File: src/rtl/vram_arbiter.sv
// vram_arbiter: shares one single-port synchronous RAM between a
// fixed-priority video read port and a starvation-bounded CPU port.
module vram_arbiter #(
   parameter int ADDR_WIDTH = 16,
   parameter int DATA_WIDTH = 8,
   parameter int MAX_WAIT   = 3
) (
   input  logic                  clk,
   input  logic                  rst_n,
   input  logic                  vid_req,
   input  logic [ADDR_WIDTH-1:0] vid_addr,
   output logic                  vid_ack,
   output logic [DATA_WIDTH-1:0] vid_rdata,
   input  logic                  cpu_req,
   input  logic                  cpu_we,
   input  logic [ADDR_WIDTH-1:0] cpu_addr,
   input  logic [DATA_WIDTH-1:0] cpu_wdata,
   output logic                  cpu_ack,
   output logic [DATA_WIDTH-1:0] cpu_rdata,
   output logic                  ram_cs,
   output logic                  ram_we,
   output logic [ADDR_WIDTH-1:0] ram_addr,
   output logic [DATA_WIDTH-1:0] ram_wdata,
   input  logic [DATA_WIDTH-1:0] ram_rdata
);

   // Wide enough for the largest allowed MAX_WAIT (15).
   localparam int WW = 4;
   localparam logic [WW-1:0] MAX_W = WW'(MAX_WAIT);

   // Pipeline tag layout: [2]=valid, [1]=port (1=CPU), [0]=write.
   logic [2:0] s1_q, s1_d;
   logic [2:0] s2_q, s2_d;

   logic [WW-1:0]         wait_q, wait_d;
   logic                  vbusy_q, vbusy_d;
   logic                  cbusy_q, cbusy_d;
   logic                  vack_q, vack_d;
   logic                  cack_q, cack_d;
   logic [DATA_WIDTH-1:0] vrd_q, vrd_d;
   logic [DATA_WIDTH-1:0] crd_q, crd_d;
   logic                  cs_q, cs_d;
   logic                  we_q, we_d;
   logic [ADDR_WIDTH-1:0] addr_q, addr_d;
   logic [DATA_WIDTH-1:0] wdata_q, wdata_d;

   logic vid_elig, cpu_elig;
   logic gnt_vid, gnt_cpu;

   // Eligibility and grant: VID first unless the CPU has waited MAX_WAIT.
   always_comb begin
      vid_elig = vid_req & ~vbusy_q & ~vack_q;
      cpu_elig = cpu_req & ~cbusy_q & ~cack_q;
      gnt_cpu  = cpu_elig & (~vid_elig | (wait_q == MAX_W));
      gnt_vid  = vid_elig & ~gnt_cpu;
   end

   // Next-state for issue, wait counter, pipeline tags, acks and data.
   always_comb begin
      wait_d = wait_q;
      if (gnt_cpu) begin
         wait_d = '0;
      end else if (gnt_vid && cpu_elig && (wait_q != MAX_W)) begin
         wait_d = wait_q + WW'(1);
      end

      cs_d    = gnt_vid | gnt_cpu;
      we_d    = gnt_cpu & cpu_we;
      addr_d  = addr_q;
      wdata_d = wdata_q;
      if (gnt_cpu) begin
         addr_d  = cpu_addr;
         wdata_d = cpu_wdata;
      end else if (gnt_vid) begin
         addr_d  = vid_addr;
      end

      s1_d = {cs_d, gnt_cpu, we_d};
      s2_d = s1_q;

      vack_d = s2_q[2] & ~s2_q[1];
      cack_d = s2_q[2] & s2_q[1];

      vrd_d = vack_d ? ram_rdata : vrd_q;
      crd_d = (cack_d & ~s2_q[0]) ? ram_rdata : crd_q;

      vbusy_d = vbusy_q;
      if (gnt_vid) begin
         vbusy_d = 1'b1;
      end else if (vack_d) begin
         vbusy_d = 1'b0;
      end

      cbusy_d = cbusy_q;
      if (gnt_cpu) begin
         cbusy_d = 1'b1;
      end else if (cack_d) begin
         cbusy_d = 1'b0;
      end
   end

   // State registers; reset drops any in-flight access silently.
   always_ff @(posedge clk or negedge rst_n) begin
      if (!rst_n) begin
         s1_q    <= '0;
         s2_q    <= '0;
         wait_q  <= '0;
         vbusy_q <= 1'b0;
         cbusy_q <= 1'b0;
         vack_q  <= 1'b0;
         cack_q  <= 1'b0;
         vrd_q   <= '0;
         crd_q   <= '0;
         cs_q    <= 1'b0;
         we_q    <= 1'b0;
         addr_q  <= '0;
         wdata_q <= '0;
      end else begin
         s1_q    <= s1_d;
         s2_q    <= s2_d;
         wait_q  <= wait_d;
         vbusy_q <= vbusy_d;
         cbusy_q <= cbusy_d;
         vack_q  <= vack_d;
         cack_q  <= cack_d;
         vrd_q   <= vrd_d;
         crd_q   <= crd_d;
         cs_q    <= cs_d;
         we_q    <= we_d;
         addr_q  <= addr_d;
         wdata_q <= wdata_d;
      end
   end

   assign vid_ack   = vack_q;
   assign vid_rdata = vrd_q;
   assign cpu_ack   = cack_q;
   assign cpu_rdata = crd_q;
   assign ram_cs    = cs_q;
   assign ram_we    = we_q;
   assign ram_addr  = addr_q;
   assign ram_wdata = wdata_q;

endmodule

File: config.mk
export PLATFORM = sky130hd
export DESIGN_NAME = vram_arbiter
export DESIGN_NICKNAME = d
export VERILOG_FILES = /design/src/rtl/vram_arbiter.sv
export SDC_FILE = /design/constraint.sdc
export NUM_CORES = 1
export LEC_CHECK = 0
export ABC_AREA = 1
export BUFFER_PORTS_ARGS = -buffer_cell sky130_fd_sc_hd__buf_2
export CORE_MARGIN = 4
export CORE_UTILIZATION = 43
export CTS_CLUSTER_SIZE = 30
export DETAILED_ROUTE_END_ITERATION = 6
export PLACE_DENSITY = 0.76
export SYNTH_ARGS = -nofsm -noshare
export SYNTH_HDL_FRONTEND = slang
export SYNTH_SLANG_ARGS = --single-unit
export TNS_END_PERCENT = 30
File: constraint.sdc
create_clock -name clk -period 1.4 [get_ports clk]
set_clock_uncertainty 0.1 [all_clocks]
set_input_delay 0.21 -clock clk [delete_from_list [all_inputs] [get_ports clk]]
set_output_delay 0.21 -clock clk [all_outputs]
set_load 0.01 [all_outputs]
==> flow_summary.json, run 1 <==
{
  "status": "completed",
  "place_ws_ns": 0.0128,
  "drive_above_1_share_pct": 37.7,
  "cts_tree": "yes",
  "crit_path_start": "wait_q[1]",
  "placed_area_sq_mm": 0.00299,
  "die_h_um": 82.1,
  "synthTopCellsByArea": "dfrtp_1 (57%), nand2_1 (13%), nand3_1 (7.6%)",
  "mostFrequentLayoutCells": "buf_2 (96), nand2_1 (76), dfrtp_1 (54)",
  "hold_class": "in2reg",
  "synth_top_area_share_pct": 57.3,
  "core_sq_mm": 0.00520,
  "slew_headroom_pct": 80.6,
  "rsz0062_at_grt": "true",
  "syn_area_per_cell_sq_um": 8.67,
  "syn2layout_area_growth_pct": 38.7,
  "n_fill_cell": 450,
  "cts_max_level": 2,
  "crit_type": "reg2reg",
  "grtUsageTotal_pct": 17.9,
  "antenna_found_initial": 0,
  "post-route-util_pct": 62.8,
  "synth_area_sq_mm": 0.00236,
  "wire_per_inst_um": 13.0,
  "synth-seq-cells": 54,
  "clk_pin_slew_ns": 0.10,
  "finalSetupViolCount": 0,
  "worst-path-max-fanout": 7,
  "timing.fmax_mhz": 722,
  "post-route-period-util_pct": 98.9,
  "cts_made_buffers": 5,
  "cts_root_buf": "clkbuf_8",
  "grt_pass1_vias": 2040,
  "nets": 440,
  "dr.pass1.iters": 4,
  "finalPower_mw": 2.58,
  "required_ns": 1.49,
  "netlist_instances": 272,
  "synth.largest_area_cell": "dfrtp_1",
  "floorplan.initialDensity_pct": 45.3,
  "power.leakage_nw": 1.90,
  "clk_latency_ns": 0.30,
  "min-delay-start": "cpu_wdata[2]",
  "drt_iter0_drc": 83,
  "startpoint_type": "flip-flop",
  "via_per_inst": 4.78,
  "hold_viol": 0,
  "cp.arrival_ns": 1.48,
  "yosys_warnings": 0,
  "detailed_place_hpwl_mm": 4.20,
  "ant_nets": 0,
  "r2r_slack_ns": 0.01,
  "tightestPinTransition_ns": 0.291,
  "vias": 2183,
  "final_common_cell": "buf_2",
  "drv_cap": 0,
  "final_max_slew_viol_count": 0,
  "rows": 26,
  "endpoint_kind": "flip-flop",
  "synth_cell_type_count": 23,
  "hold_slack_ns": 0.00701,
  "grt_max_degree": 55,
  "die_area_sq_mm": 0.00673,
  "place_congestion": 0.789,
  "chipWidth_um": 82.1,
  "min_period_ns": 1.39,
  "crit_end": "ram_addr[2]",
  "drc": 0,
  "grt.overflow.total": 0,
  "grt_pass1_wl_mm": 9.34,
  "ir_worst_vdd_v": 0.000547,
  "portBuffers": 96,
  "r2r-end": "ram_addr[2]",
  "powerDensity_mw_per_mm2": 790,
  "n_antenna_cell": 0,
  "io_pins": 97,
  "timing.rr.start": "wait_q[1]",
  "cts.sinks": 54,
  "finalWirelength_mm": 5.96,
  "seq_area_frac_synth_pct": 57.3,
  "setup_slack_ns": 0.0149,
  "synth_nets": 326,
  "clock_path_buffers": 2,
  "rr_worst_depth": 7,
  "design_area_sq_mm": 0.00327
}
## timing repair
item | in CTS | in global routing
setup endpoints to repair | 13 | 33
hold buffers | 6 | 0
hold endpoints to repair | 59 | 0
gates cloned | 0 | 2
pin swaps | 0 | 4
gates resized for setup | 1 | 22
buffers inserted | 0 | 3
## cells by family after synthesis
| group | after synthesis | share of synthesized area, % |
|---|---|---|
| buf+inv | 51 | 9.50 |
| compound gates | 36 | 7.64 |
| fa+ha+maj | 1 | 0.530 |
| simple gates | 129 | 24.6 |
| flops | 54 | 57.3 |
| mux | 1 | 0.424 |
## area by class of cell
type	instances	area, sq um	share of cell area (%)
well taps	70	87.6	2.68
inverters	38	145	4.44
clock buffers	5	68.8	2.10
multi-input cells	168	858	26.2
repair buffers	119	734	22.5
flip-flops and latches	54	1350	41.3
clock inverters	3	25.0	0.765
## state kept, by name, indices dropped and copies added, names as in the netlist
name       flops
ram_addr      16
cpu_rdata      8
ram_wdata      8
vid_rdata      8
wait_q         4
s2_q           3
s1_q           2
cbusy_q        1
cpu_ack        1
ram_cs         1
vbusy_q        1
vid_ack        1
## routing by layer
metal / vias to the layer above / GRT usage, % / routed length (um)
li1: 1080 / - / -
met1: 1024 / 24.0 / 2610
met3: 4 / 3.18 / 292
met2: 75 / 29.2 / 2990
met5: - / 0 / 0
met4: 0 / 6.31 / 64
## critical path, stage by stage (launching register included)
cell	delay, ns
dfrtp_1	0.38
ha_2	0.20
nand3_2	0.09
nand2_4	0.13
nand2_8	0.08
clkbuf_16	0.17
nand2_1	0.06
nand3_1	0.06
## Yosys cell counts
cell type and number:
a21oi_1 16, buf_2 5, buf_4 2, buf_6 1
buf_8 1, clkbuf_1 4, dfrtp_1 54, ha_1 1
inv_1 35, inv_2 3, mux2i_1 1, nand2_1 81
nand2_2 1, nand2_4 2, nand3_1 36, nand3b_1 1
nand3b_4 1, nand4_1 1, nor2_1 3, nor2_4 1
nor3_1 1, o21ai_0 20, or2_1 1
## per-stage QoR
| stage | TNS (ns) | cells |
|---|---|---|
| floorplan | 0 | 272 |
| global route | -0.434 | 457 |
| finish | 0 | 457 |
| CTS | -0.00844 | 452 |
| detailed placement | 0 | 438 |
| global placement | 0 | 438 |
## where the power goes
group	switching [mW]	total [mW]	internal [mW]
clock network	0.524	0.886	0.362
logic	0.0655	0.138	0.0724
registers	0	1.56	1.56
total	0.589	2.58	1.99
## worst min-delay path by stage
stage               slack [ns]      endpoint  cells past startpoint
finish                   0.007  ram_wdata[2]                      3
global route             0.006  ram_wdata[2]                      3
CTS                     0.0007  ram_wdata[2]                      3
detailed placement        0.13   ram_addr[1]                      2
global placement          0.12  ram_addr[14]                      2
floorplan                -0.19       cbusy_q                      0
Power figures use the tool's default switching activity.
==> run 2: changes to the inputs <==
CORE_ASPECT_RATIO = 1.75   (was default)
TNS_END_PERCENT = default   (was 30)
==> run 2 against run 1 <==
Net effect:
- fmax up 6.2%
- combinational power up 3%
- cell count increased by 0.66%
- sequential share of layout area grew 0.97 points
- largest cell class unchanged
- largest power group unchanged
==> flow_summary.json, run 2 (synthesis results as in run 1) <==
{
  "design_area_sq_mm": 0.00320,
  "drc": 0,
  "grt_pass1_wl_mm": 9.34,
  "cts_root_buf": "clkbuf_8",
  "final_common_cell": "buf_2",
  "detailed_place_hpwl_mm": 4.01,
  "ir_worst_vdd_v": 0.000585,
  "clk_pin_slew_ns": 0.09,
  "rr_worst_depth": 7,
  "place_ws_ns": 0.0639,
  "tightestPinTransition_ns": 0.474,
  "die_area_sq_mm": 0.00678,
  "cts.sinks": 54,
  "core_sq_mm": 0.00530,
  "vias": 2123,
  "syn2layout_area_growth_pct": 35.5,
  "endpoint_kind": "flip-flop",
  "dr.pass1.iters": 4,
  "rsz0062_at_grt": "true",
  "clk_latency_ns": 0.30,
  "largest_reg_flops": 16,
  "required_ns": 1.49,
  "crit_type": "reg2reg",
  "powerDensity_mw_per_mm2": 807,
  "drv_cap": 0,
  "hold_class": "in2reg",
  "setup_tns_ns": 0,
  "via_per_inst": 4.62,
  "cp.arrival_ns": 1.39,
  "die_h_um": 106,
  "grt.overflow.total": 0,
  "finalPower_mw": 2.58,
  "hold_viol": 0,
  "final_max_slew_viol_count": 0,
  "grtUsageTotal_pct": 17.1,
  "grt_max_degree": 55,
  "drt_iter0_drc": 144,
  "power.leakage_nw": 1.84,
  "status": "completed",
  "mostFrequentLayoutCells": "buf_2 (96), nand2_1 (81), dfrtp_1 (54)",
  "finalWirelength_mm": 5.43,
  "place_congestion": 0.825,
  "hold_slack_ns": 0.0134,
  "antenna_found_initial": 0,
  "placed_area_sq_mm": 0.00299,
  "hold_depth": 3,
  "worst-path-max-fanout": 12,
  "clock_path_buffers": 2,
  "drive_above_1_share_pct": 33.7,
  "io_pins": 97,
  "n_antenna_cell": 0,
  "setup_slack_ns": 0.0955,
  "portBuffers": 96,
  "post-route-period-util_pct": 93.2,
  "slew_headroom_pct": 68.4,
  "startpoint_type": "flip-flop",
  "cts_tree": "yes",
  "rows": 35,
  "min_period_ns": 1.30,
  "finalSetupViolCount": 0,
  "floorplan.initialDensity_pct": 44.5,
  "timing.fmax_mhz": 767,
  "cts_made_buffers": 5,
  "ant_nets": 0,
  "nets": 439,
  "chipWidth_um": 64.0,
  "wire_per_inst_um": 11.8,
  "cts_max_level": 2,
  "grt_pass1_vias": 2110
}
## run 2: critical path, cell delays in order, from the launching register on
cell	delay, ns
dfrtp_1	0.36
ha_2	0.21
nand3_4	0.08
nand2_4	0.10
nand2_8	0.08
buf_12	0.15
nand2_1	0.06
nand3_1	0.06
## run 2: layer usage
layer	up-vias	global-route usage, %	part of all wire, %
met5	-	0	0
met4	0	6.65	1.8
met3	8	3.70	7.2
met2	79	30.2	52
met1	958	19.8	39
li1	1078	-	-
## run 2: cell type report
class / instances / area, sq um
fillers: 512 / 2100
inverters: 38 / 143
repair buffers: 119 / 706
clock buffers: 7 / 86.3
clock inverters: 1 / 5.00
multi-input cells: 167 / 812
flip-flops and latches: 54 / 1350
well taps: 74 / 92.6
## run 2: report_power, final
part	leakage, nW	internal [mW]	switching [mW]	total, mW
clock network	0.0482	0.400	0.480	0.880
registers	0.655	1.56	0	1.56
logic	1.14	0.0760	0.0660	0.142
## run 2: repair_timing
item | 4_1_cts | 5_1_grt
hold endpoints to repair | 61 | 0
endpoints found under the setup margin | 0 | 26
gates resized for setup | 0 | 8
hold buffers | 8 | 0
setup buffers | 0 | 1
## run 2: metrics by stage
step / util (%) / cells
5_1_grt: 60.3 / 460
6_report: 60.3 / 460
3_5_place_dp: 56.3 / 443
3_3_place_gp: 56.3 / 443
4_1_cts: 59.6 / 459
2_1_floorplan: - / 272
## run 2: path summary, 6_finish.rpt
kind	start	end	slack, ns
max	wait_q[1]	ram_addr[10]	0.1
max reg2reg	wait_q[1]	ram_addr[10]	0.1
max in group asynchronous	rst_n	ram_wdata[3]	0.63
min reg2reg	s1_q[1]	s2_q[1]	0.27
min in group asynchronous	rst_n	ram_addr[15]	0.33
min	cpu_wdata[1]	ram_wdata[1]	0.01
